File: src/rtl/mc_control_unit.sv
// Multicycle RV32I control FSM: decodes the instruction register and sequences
// datapath selects/enables, with optional memory wait states and a sticky trap.
module mc_control_unit #(
  parameter int MEM_WAIT_EN = 1,
  parameter int ALU_OP_W    = 4
) (
  input  logic                clk,
  input  logic                rst,
  input  logic [6:0]          opcode,
  input  logic [2:0]          funct3,
  input  logic [6:0]          funct7,
  input  logic                alu_zero,
  input  logic                mem_ready,
  output logic                pc_we,
  output logic                mem_addr_src,
  output logic                mem_we,
  output logic                mem_re,
  output logic                instr_we,
  output logic [1:0]          result_src,
  output logic [ALU_OP_W-1:0] alu_op,
  output logic [1:0]          alu_a_src,
  output logic [1:0]          alu_b_src,
  output logic                rf_we,
  output logic                illegal,
  output logic [3:0]          state_dbg
);

  typedef enum logic [3:0] {
    S_FETCH     = 4'd0,  S_DECODE    = 4'd1,  S_MEM_ADDR  = 4'd2,
    S_MEM_READ  = 4'd3,  S_MEM_WB    = 4'd4,  S_MEM_WRITE = 4'd5,
    S_EXEC_R    = 4'd6,  S_ALU_WB    = 4'd7,  S_EXEC_I    = 4'd8,
    S_JAL       = 4'd9,  S_BRANCH    = 4'd10, S_JALR_LINK = 4'd11,
    S_JALR_JUMP = 4'd12, S_LUI       = 4'd13, S_TRAP      = 4'd14
  } state_e;

  typedef enum logic [3:0] {
    ALU_ADD = 4'd0, ALU_SUB = 4'd1, ALU_AND = 4'd2, ALU_OR   = 4'd3,
    ALU_XOR = 4'd4, ALU_SLL = 4'd5, ALU_SRL = 4'd6, ALU_SRA  = 4'd7,
    ALU_SLT = 4'd8, ALU_SLTU = 4'd9, ALU_PASS_B = 4'd10
  } alu_op_e;

  localparam logic [6:0] OPC_LOAD  = 7'b0000011;
  localparam logic [6:0] OPC_STORE = 7'b0100011;
  localparam logic [6:0] OPC_R     = 7'b0110011;
  localparam logic [6:0] OPC_I     = 7'b0010011;
  localparam logic [6:0] OPC_JAL   = 7'b1101111;
  localparam logic [6:0] OPC_JALR  = 7'b1100111;
  localparam logic [6:0] OPC_BR    = 7'b1100011;
  localparam logic [6:0] OPC_LUI   = 7'b0110111;
  localparam logic [6:0] OPC_AUIPC = 7'b0010111;

  localparam logic [1:0] RES_ALUOUT = 2'b00, RES_MEM = 2'b01, RES_ALU = 2'b10, RES_PC = 2'b11;
  localparam logic [1:0] A_PC = 2'b00, A_OLDPC = 2'b01, A_REG = 2'b10;
  localparam logic [1:0] B_REG = 2'b00, B_IMM = 2'b01, B_FOUR = 2'b10;

  state_e  state_q;
  logic    illegal_q;
  logic    rdy;
  logic    br_legal, br_taken;
  alu_op_e br_op, alu_sel;
  logic    pc_we_m, instr_we_m, mem_we_m, mem_re_m, rf_we_m;
  logic    unused_funct7;

  assign rdy           = mem_ready | (MEM_WAIT_EN == 0);
  assign unused_funct7 = ^{funct7[6], funct7[4:0]};

  function automatic state_e decode_next(input logic [6:0] opc);
    state_e nxt;
    case (opc)
      OPC_LOAD, OPC_STORE: nxt = S_MEM_ADDR;
      OPC_R:               nxt = S_EXEC_R;
      OPC_I:               nxt = S_EXEC_I;
      OPC_JAL:             nxt = S_JAL;
      OPC_JALR:            nxt = S_JALR_LINK;
      OPC_BR:              nxt = S_BRANCH;
      OPC_LUI:             nxt = S_LUI;
      OPC_AUIPC:           nxt = S_ALU_WB;
      default:             nxt = S_TRAP;
    endcase
    return nxt;
  endfunction

  // funct7[5] selects SUB only for register-register ops; shifts honour it in both.
  function automatic alu_op_e arith_op(input logic [2:0] f3, input logic alt, input logic is_r);
    alu_op_e op;
    case (f3)
      3'b000:  op = (is_r && alt) ? ALU_SUB : ALU_ADD;
      3'b001:  op = ALU_SLL;
      3'b010:  op = ALU_SLT;
      3'b011:  op = ALU_SLTU;
      3'b100:  op = ALU_XOR;
      3'b101:  op = alt ? ALU_SRA : ALU_SRL;
      3'b110:  op = ALU_OR;
      default: op = ALU_AND;
    endcase
    return op;
  endfunction

  always_comb begin
    // NOTE: every always_comb output gets a default first so no latch is inferred.
    br_legal = 1'b1;
    br_taken = 1'b0;
    br_op    = ALU_ADD;
    case (funct3)
      3'b000:  begin br_op = ALU_SUB;  br_taken = alu_zero;  end
      3'b001:  begin br_op = ALU_SUB;  br_taken = !alu_zero; end
      3'b100:  begin br_op = ALU_SLT;  br_taken = !alu_zero; end
      3'b101:  begin br_op = ALU_SLT;  br_taken = alu_zero;  end
      3'b110:  begin br_op = ALU_SLTU; br_taken = !alu_zero; end
      3'b111:  begin br_op = ALU_SLTU; br_taken = alu_zero;  end
      default: br_legal = 1'b0;
    endcase
  end

  always_ff @(posedge clk or posedge rst) begin
    if (rst) begin
      state_q   <= S_FETCH;
      illegal_q <= 1'b0;
    end else begin
      // NOTE: sequential state uses non-blocking assignments only.
      if (state_q == S_TRAP) illegal_q <= 1'b1;
      case (state_q)
        S_FETCH:     if (rdy) state_q <= S_DECODE;
        S_DECODE:    state_q <= decode_next(opcode);
        S_MEM_ADDR:  state_q <= (opcode == OPC_LOAD) ? S_MEM_READ : S_MEM_WRITE;
        S_MEM_READ:  if (rdy) state_q <= S_MEM_WB;
        S_MEM_WRITE: if (rdy) state_q <= S_FETCH;
        S_EXEC_R, S_EXEC_I, S_JAL, S_LUI: state_q <= S_ALU_WB;
        S_JALR_LINK: state_q <= S_JALR_JUMP;
        S_BRANCH:    state_q <= br_legal ? S_FETCH : S_TRAP;
        S_TRAP:      state_q <= S_TRAP;
        default:     state_q <= S_FETCH;
      endcase
    end
  end

  always_comb begin
    pc_we_m      = 1'b0;
    instr_we_m   = 1'b0;
    mem_we_m     = 1'b0;
    mem_re_m     = 1'b0;
    rf_we_m      = 1'b0;
    mem_addr_src = 1'b0;
    result_src   = RES_ALUOUT;
    alu_sel      = ALU_ADD;
    alu_a_src    = A_PC;
    alu_b_src    = B_REG;
    case (state_q)
      S_FETCH: begin
        mem_re_m   = 1'b1;
        alu_b_src  = B_FOUR;
        result_src = RES_ALU;
        instr_we_m = rdy;
        pc_we_m    = rdy;
      end
      S_DECODE:    begin alu_a_src = A_OLDPC; alu_b_src = B_IMM; end
      S_MEM_ADDR:  begin alu_a_src = A_REG;   alu_b_src = B_IMM; end
      S_MEM_READ:  begin mem_addr_src = 1'b1; mem_re_m = 1'b1; end
      S_MEM_WB:    begin result_src = RES_MEM; rf_we_m = 1'b1; end
      S_MEM_WRITE: begin mem_addr_src = 1'b1; mem_we_m = 1'b1; end
      S_EXEC_R: begin
        alu_a_src = A_REG;
        alu_sel   = arith_op(funct3, funct7[5], 1'b1);
      end
      S_EXEC_I: begin
        alu_a_src = A_REG;
        alu_b_src = B_IMM;
        alu_sel   = arith_op(funct3, funct7[5], 1'b0);
      end
      S_ALU_WB:    rf_we_m = 1'b1;
      S_JAL:       begin alu_a_src = A_OLDPC; alu_b_src = B_FOUR; pc_we_m = 1'b1; end
      S_BRANCH:    begin alu_a_src = A_REG; alu_sel = br_op; pc_we_m = br_taken; end
      S_JALR_LINK: begin result_src = RES_PC; rf_we_m = 1'b1; end
      S_JALR_JUMP: begin
        alu_a_src  = A_REG;
        alu_b_src  = B_IMM;
        result_src = RES_ALU;
        pc_we_m    = 1'b1;
      end
      S_LUI:       begin alu_b_src = B_IMM; alu_sel = ALU_PASS_B; end
      default: ;
    endcase
  end

  // Reset is asynchronous, so the enables are masked directly to block any write in that cycle.
  assign pc_we     = pc_we_m    & ~rst;
  assign instr_we  = instr_we_m & ~rst;
  assign mem_we    = mem_we_m   & ~rst;
  assign mem_re    = mem_re_m   & ~rst;
  assign rf_we     = rf_we_m    & ~rst;
  assign alu_op    = ALU_OP_W'(alu_sel);
  assign illegal   = illegal_q;
  assign state_dbg = state_q;

endmodule

File: config.mk
export PLATFORM = sky130hd
export DESIGN_NAME = mc_control_unit
export DESIGN_NICKNAME = d
export VERILOG_FILES = /design/src/rtl/mc_control_unit.sv
export SDC_FILE = /design/constraint.sdc
export NUM_CORES = 1
export LEC_CHECK = 0
export ABC_CLOCK_PERIOD_IN_PS = 2000
export CAP_MARGIN = 40
export CORE_MARGIN = 8
export CORE_UTILIZATION = 41
export CTS_CLUSTER_DIAMETER = 30
export DETAILED_ROUTE_END_ITERATION = 8
export GPL_ROUTABILITY_DRIVEN = 0
export PLACE_DENSITY_LB_ADDON = 0.05
export SETUP_SLACK_MARGIN = 0.2
export SYNTH_ARGS = -nofsm -noshare
export SYNTH_HDL_FRONTEND = slang
export SYNTH_SLANG_ARGS = --single-unit
File: constraint.sdc
create_clock -name clk -period 2 [get_ports clk]
set_input_delay 0.3 -clock clk [delete_from_list [all_inputs] [get_ports clk]]
set_output_delay 0.3 -clock clk [all_outputs]
set_load 0.01 [all_outputs]
### After elaboration in Yosys (flattened, before gate mapping)

Cells that the tools add are included.

* register bits after elaboration: 5
* bits in latches: 0
* memory bits (writable): 0
* memory bits (read-only): 0
* bits of input ports: 21
* output and inout bits: 21
* logic and storage cells: 86
* memories kept: 0

* $add $sub $neg: 0
* multiply operators: 0
* divide/modulo/power cells: 0
* $lt $le $gt $ge: 0
* equal/unequal tests: 33
* shift operators: 0
* mux-type cells: 24
* bitwise logic cells: 6
* reduce and logical (&&, ||, !) cells: 21

Operator list (number)
* case mux 4 bit (7 select lines): 2
* case mux 4 bit (9 select lines): 1
* case mux 4 bit (8 select lines): 1
* == test 4 bit (second input constant): 7
* == test 7 x 6 -> 1 bit (second input constant): 3
* == test 7 bit (second input constant): 3
* OR reduction 2 bit: 10
* == test 4 x 3 -> 1 bit (second input constant): 4
* two-way mux 4 bit: 4
* case mux 4 bit (4 select lines): 1
* == test 7 x 5 -> 1 bit (second input constant): 2
* == test 3 bit (second input constant): 4
* case mux 4 bit (3 select lines): 1
* OR reduction 5 bit: 2
* OR reduction 3 bit: 3
* == test 4 x 2 -> 1 bit (second input constant): 2
* two-way mux 1 bit: 8
* case mux 2 bit (2 select lines): 2
* == test 7 x 2 -> 1 bit (second input constant): 1
* == test 3 x 2 -> 1 bit (second input constant): 2
* inequality test 2 bit (second input constant): 3
* case mux 2 bit (3 select lines): 1
* OR reduction 6 bit: 1
* AND 1 bit: 5
* 11 further kinds: 11

### Longest topological paths before layout

Gate-level depths: netlist (run 1).

* word-level depth: 5
* depth in mapped cells: 6
* gate-level depth less buffers: 6

### Least setup slack after synthesis (run 1)

Ideal clock, no wire load.

* kind: reg-to-output
* from: reg state_q[1], in the netlist state_dbg[1]
* to: out pc_we
* arrival: 1.647 ns
* setup slack: 0.053 ns
* cell stages (with the launch flop): 5
* path buffers: 0
* cells stage by stage: dfrtp_1 > or3b_1 > nor2_1 > a211oi_1 > a2111oi_0

* word-level cells in the longest chain between the ends: 4

RTL lines
* from (decl): line 56 `state_e state_q;`
* from (signal assigned): line 124 `S_DECODE: state_q <= decode_next(opcode);`
* from (signal assigned): line 125 `S_MEM_ADDR: state_q <= (opcode == OPC_LOAD) ? S_MEM_READ : S_MEM_WRITE;`
* from (signal assigned): line 130 `S_BRANCH: state_q <= br_legal ? S_FETCH : S_TRAP;`
* == test 4 bit: line 148 `case (state_q)`
* OR reduction 2 bit (no line)
* case mux 1 bit (3 select lines) *: line 148
* AND 1 bit *: line 186 `assign pc_we = pc_we_m & ~rst;`
* to (decl): line 14 `output logic pc_we,`

Every way passes the cells marked *; elsewhere a longest branch is shown, timed or not.

### Worst setup path in the final report (run 1)

* from: reg state_q[2], in the netlist state_dbg[2]
* to: out pc_we

Same word-level chain as after synthesis.

==> impl_metrics.yaml, run 1 <==
routing:
  vias: 1410
  route.detailed.drc: 0
  routedWlPerCell_microns: 18.5
  first_pass_iters: 5
  antenna_left: 0
  drt_iter0_drc: 82
  wirelength_microns: 4310
  viasPerCell: 6.05
critical_path:
  arrival_ps: 1730
  crit_type: "reg2out"
  path_cells: "buf_6 > buf_6 > or2_1 > a211oi_1 > a2111oi_2 > buf_2"
  crit_path_frequent_cell: "buf_6"
  worst-path-max-fanout: 7
  cp.required_ps: 1700
  worstSetupStartpointType: "register"
  cpMaxStageDelayCell: "dfrtp_1"
  critical-path-max-stage-delay_ps: 410
  endpoint_kind: "output port"
grt:
  grt_max_degree: 14
  grt_pass1_vias: 1288
  overflow: 0
  antenna_found_initial: 0
  grt_use_total_pct: 16.9
  grt_pass1_wl_microns: 5730
pwr:
  p_comb_share_pct: 85.7
  p_leak_nw: 0.778
  p_clk_share_pct: 4.8
  switching_share_pct: 46.5
  ir_drop_mv: 0.860
  internal-power_mw: 1.31
  switchingPower_mw: 1.13
  sequentialPowerShare_pct: 9.5
  powerDensity_nw_per_um2: 1440
cells_and_area:
  fillers: 117
  fin_nets: 231
  layout_common_cells: "38 x buf_4, 16 x buf_2, 13 x clkdlybuf4s50_1"
  syn2layout_area_growth_pct: 93.3
  drive_gt1_share_pct: 46.1
  layout_commonest_cell: "buf_4"
  diodes: 0
  final_core_util_pct: 85.3
  finish.instance_area_sq_um: 1690
sta:
  final.setup.worst_slack_ps: -29.5
  slew_headroom_pct: 63.1
  holdWs_ps: 469
  drv_slew: 0
  hold_viol: 0
  finalCritPeriodShare_pct: 101
  max_freq_ghz: 0.493
  finalSetupViolations: 1
  rsz0062_at_grt: "yes"
  worstMarginPinSlew_ps: 546
  clock_skew_ps: 4.06
  period_needed_ps: 2030
die:
  pin_count: 42
  initial_core_util_pct: 44.1
  core_sq_um: 1980
  die_h_microns: 62.2
  dieWidth_microns: 62.2
  rows: 16
  die_area_sq_um: 3870
logic_synthesis:
  syn-cell-area_sq_um: 875
  avgSynthCellArea_sq_um: 6.83
  synth_edf_count: 0
  yosys_warnings: 0
  synth_flop_cell: "dfrtp_1"
  ys_seq_elements: 5
  yosysSeqAreaShare_pct: 14.3
  synth_cell_types: 47
  synthArstFlopShare_pct: 100
  synthCells: 128
  synth_nets: 152
clock_network:
  cts_tree: "yes"
  root_buffer: "clkbuf_4"
  clkSlewWorstSetupHoldPaths_ps: 40
  ctsHoldBuffers: 0
  numCtsBuffers: 3
  clk_latency_ps: 250
  clk_path_buf_depth: 2
  htreeDepth: 1
  cts.sinks: 5
min_path:
  min_path_type: "in2async"
placement:
  placed_cell_area_sq_um: 1450
  dp_hpwl_microns: 2560
  io_buffers: 35
run_status:
  violations: "setup timing"
  status: "finished, violations left"
job:
  drv_cap: 0
## timing repair
item	4_1_cts	5_1_grt
gates resized for setup	87	25
gates cloned	0	1
setup endpoints to repair	21	15
pin swaps	7	10
hold endpoints to repair	0	0
setup buffers	6	10
## flip-flops by register name, indices dropped and copies added (netlist names)
signal and flops:
state_dbg 4, illegal 1
## synth_stat cells (all sizes together) (3+ instances only)
cell type	instances	share of area, %
a211oi	4	4.0
a21oi	14	8.0
buf	6	3.9
dfrtp	5	14
ha	3	4.3
inv	8	3.4
nand2	10	4.3
nand2b	4	2.9
nor2	10	4.3
nor2b	4	2.9
nor3	4	2.3
o211ai	3	2.6
o21ai	7	4.0
o22ai	3	2.1
or2	4	2.9
or3	3	2.1
## kinds of logic (layout without fill, tap and decap cells)
group | Yosys count | after routing | synth area share [%]
buf+inv | 16 | 94 | 8.15
fa+ha+maj | 3 | 3 | 4.29
simple gates | 53 | 53 | 32.8
compound gates | 47 | 47 | 36.5
flops | 5 | 5 | 14.3
xor+xnor | 4 | 4 | 4.01
## path summary, 6_finish.rpt
path,startpoint,to,slack [ps],cells after the start
max,state_dbg[2],pc_we,-30,6
min,rst,state_dbg[2],470,2
max reg2reg,state_dbg[2],state_dbg[2],120,7
min reg2reg,illegal,illegal,470,1
max in group asynchronous,rst,state_dbg[0],1340,2
min in group clk,illegal,illegal,470,1
## per-layer routing
layer / share of wire, % / global-route usage (%) / vias to the layer above
met5: 0 / 0 / -
met4: 6.2 / 5.83 / 0
met3: 8.8 / 2.87 / 35
met2: 49 / 30.3 / 89
met1: 36 / 19.5 / 645
li1: - / - / 641
## cell type report
type / instances / area [sq um] / area share [%]
multi-input combinational: 107 / 796 / 47.1
tap: 27 / 33.8 / 2.00
timing repair buffer: 82 / 676 / 40.0
clock buffer: 4 / 26.3 / 1.55
sequential: 5 / 129 / 7.62
inverter: 8 / 30.0 / 1.78
## metrics by stage
step	power [mW]	setup WS, ps	std cells	TNS (ps)
CTS	2.05	9.14	222	0
finish	2.44	-29.5	233	-29.5
global placement	1.81	-542	212	-2530
floorplan	1.04	283	128	0
detailed placement	1.84	-575	212	-2790
global route	2.57	-79.8	233	-130
## critical path, delay by kind of cell, from the launching register on
family	cells	cell delay, ps
compound gates	2	380
flops	1	410
buf+inv	3	440
simple gates	1	250
## power groups by stage
stage	Clock (mW)	Sequential, mW	Combinational, mW
floorplan	0	0.211	0.827
global placement	0	0.208	1.61
detailed placement	0	0.207	1.63
CTS	0.119	0.224	1.70
global route	0.121	0.240	2.21
finish	0.117	0.233	2.09
(Power assumes the default switching activity.)
==> run 2, diff against run 1 <==
--- a/config.mk
+++ b/config.mk
@@ -12,7 +12,9 @@
 export CTS_CLUSTER_DIAMETER = 30
 export DETAILED_ROUTE_END_ITERATION = 8
 export GPL_ROUTABILITY_DRIVEN = 0
+export GPL_TIMING_DRIVEN = 0
 export PLACE_DENSITY_LB_ADDON = 0.05
+export RECOVER_POWER = 25
 export SETUP_SLACK_MARGIN = 0.2
 export SYNTH_ARGS = -nofsm -noshare
 export SYNTH_HDL_FRONTEND = slang
==> run 2 against run 1 <==
The flow still finishes with violations (setup timing). Sequential share of layout area rose by 0.42 points. First-iteration DRC count rose by 18%. Non-clock buffer count down 20. Utilization down 5.2 points. Register-to-register slack better by 230 ps. Clock-buffer cell count unchanged. Global-route usage rose by 0.77 points. Flip-flop and latch count did not move. Sequential power shrank 9.0%. Hold slack got worse by 13 ps. Largest cell class unchanged.
==> impl_metrics.yaml, run 2 (synthesis gave the netlist of run 1 again) <==
run_status:
  status: "finished, violations left"
  violations: "setup timing"
critical_path:
  worstSetupStartpointType: "register"
  crit_path_frequent_cell: "buf_12"
  path_cells: "buf_6 > buf_12 > buf_12 > nor4b_4 > a31oi_1 > o22ai_1 > buf_2"
  cp.buffers_inverters: 4
  path_depth: 7
  crit_type: "reg2out"
  cpMaxStageDelayCell: "dfrtp_2"
  endpoint_kind: "output port"
  worst-path-max-fanout: 7
  critical-path-max-stage-delay_ps: 450
  cp.required_ps: 1700
  arrival_ps: 1780
  crit_family: "buffers and inverters"
  ff2ff_setup_slack_ps: 350
  reg2regPathDepth: 6
cells_and_area:
  fillers: 127
  fin_nets: 211
  syn2layout_area_growth_pct: 81.4
  final-seq-area_sq_um: 128
  layout_common_cells: "16 x buf_4, 13 x a21oi_1, 13 x buf_2"
  instances_no_fill: 213
  multi_input_area_sq_um: 820
  final_core_util_pct: 80.1
  largest_register_ffs: 4
  layout_commonest_cell: "buf_4"
  diodes: 0
  finish.instance_area_sq_um: 1590
  drive_gt1_share_pct: 40.9
sta:
  clock_skew_ps: 4.73
  finalCritPeriodShare_pct: 104
  drv_slew: 0
  final.setup.worst_slack_ps: -78.6
  max_freq_ghz: 0.481
  hold_viol: 0
  period_needed_ps: 2080
  holdWs_ps: 456
  worstMarginPinSlew_ps: 385
  rsz0062_at_grt: "yes"
  finalSetupViolations: 2
  slew_headroom_pct: 74.1
grt:
  grt_pass1_vias: 1208
  grt_use_total_pct: 17.7
  grt_pass1_wl_microns: 5900
  overflow: 0
  antenna_found_initial: 0
  grt_max_degree: 11
placement:
  place_inst: 190
  dp_slack_ps: -691
  io_buffers: 35
  placed_cell_area_sq_um: 1260
  dp_hpwl_microns: 2340
clock_network:
  clk_latency_ps: 250
  clk_path_buf_depth: 2
  ctsHoldBuffers: 0
  cts_tree: "yes"
  htreeDepth: 1
  numCtsBuffers: 3
  root_buffer: "clkbuf_4"
  clkSlewWorstSetupHoldPaths_ps: 50
  cts.sinks: 5
die:
  core_sq_um: 1980
  dieWidth_microns: 62.2
  die_area_sq_um: 3870
  rows: 16
  pin_count: 42
  initial_core_util_pct: 44.1
  die_h_microns: 62.2
routing:
  drt-met1-wl_microns: 1530
  route.detailed.drc: 0
  top_layer: "met4"
  first_pass_iters: 4
  wirelength_microns: 3980
  routedWlPerCell_microns: 18.7
  route.met2.wl_microns: 1990
  drt_iter0_drc: 97
  antenna_left: 0
  viasPerCell: 6.08
  wl_met3_microns: 365
  vias: 1296
pwr:
  powerDensity_nw_per_um2: 1520
  p_leak_nw: 0.696
  ir_drop_mv: 0.904
min_path:
  min_path_type: "in2async"
job:
  drv_cap: 0
[run 2: per-layer routing]
metal  track usage [%]  up-vias
li1                  -      597
met5                 0        -
met1              20.3      594
met2              32.2       91
met4              4.37        0
met3              3.41       14
[run 2: final timing paths]
check / startpoint / end
max: state_dbg[2] / alu_op[3]
min: rst / illegal
max reg2reg: state_dbg[2] / state_dbg[1]
min reg2reg: illegal / illegal
max in group asynchronous: rst / state_dbg[2]
min in group clk: illegal / illegal
[run 2: what timing repair did]
item                       in CTS  in global routing
setup endpoints to repair      19                 16
hold endpoints to repair        0                  0
setup buffers                   9                 10
gates resized for setup        97                 36
pin swaps                       8                 13
[run 2: metrics by stage]
stage,total power [mW],setup TNS [ps]
6_report,2.41,-125
5_1_grt,2.54,-274
4_1_cts,2.00,0
3_5_place_dp,1.62,-4500
3_3_place_gp,1.61,-4200
2_1_floorplan,1.04,0
[run 2: area by class of cell]
cell class	instances	share of cell area, %
Multi-Input combinational cell	107	51.7
Clock buffer	4	1.66
Tap cell	27	2.13
Sequential cell	5	8.04
Timing Repair Buffer	54	27.9
Inverter	8	2.21
Buffer	8	6.39
[run 2: power by group]
part | total [mW] | switching [mW] | internal [mW]
registers | 0.212 | 0.0554 | 0.156
logic | 2.07 | 1.05 | 1.02
clock network | 0.122 | 0.0462 | 0.0757
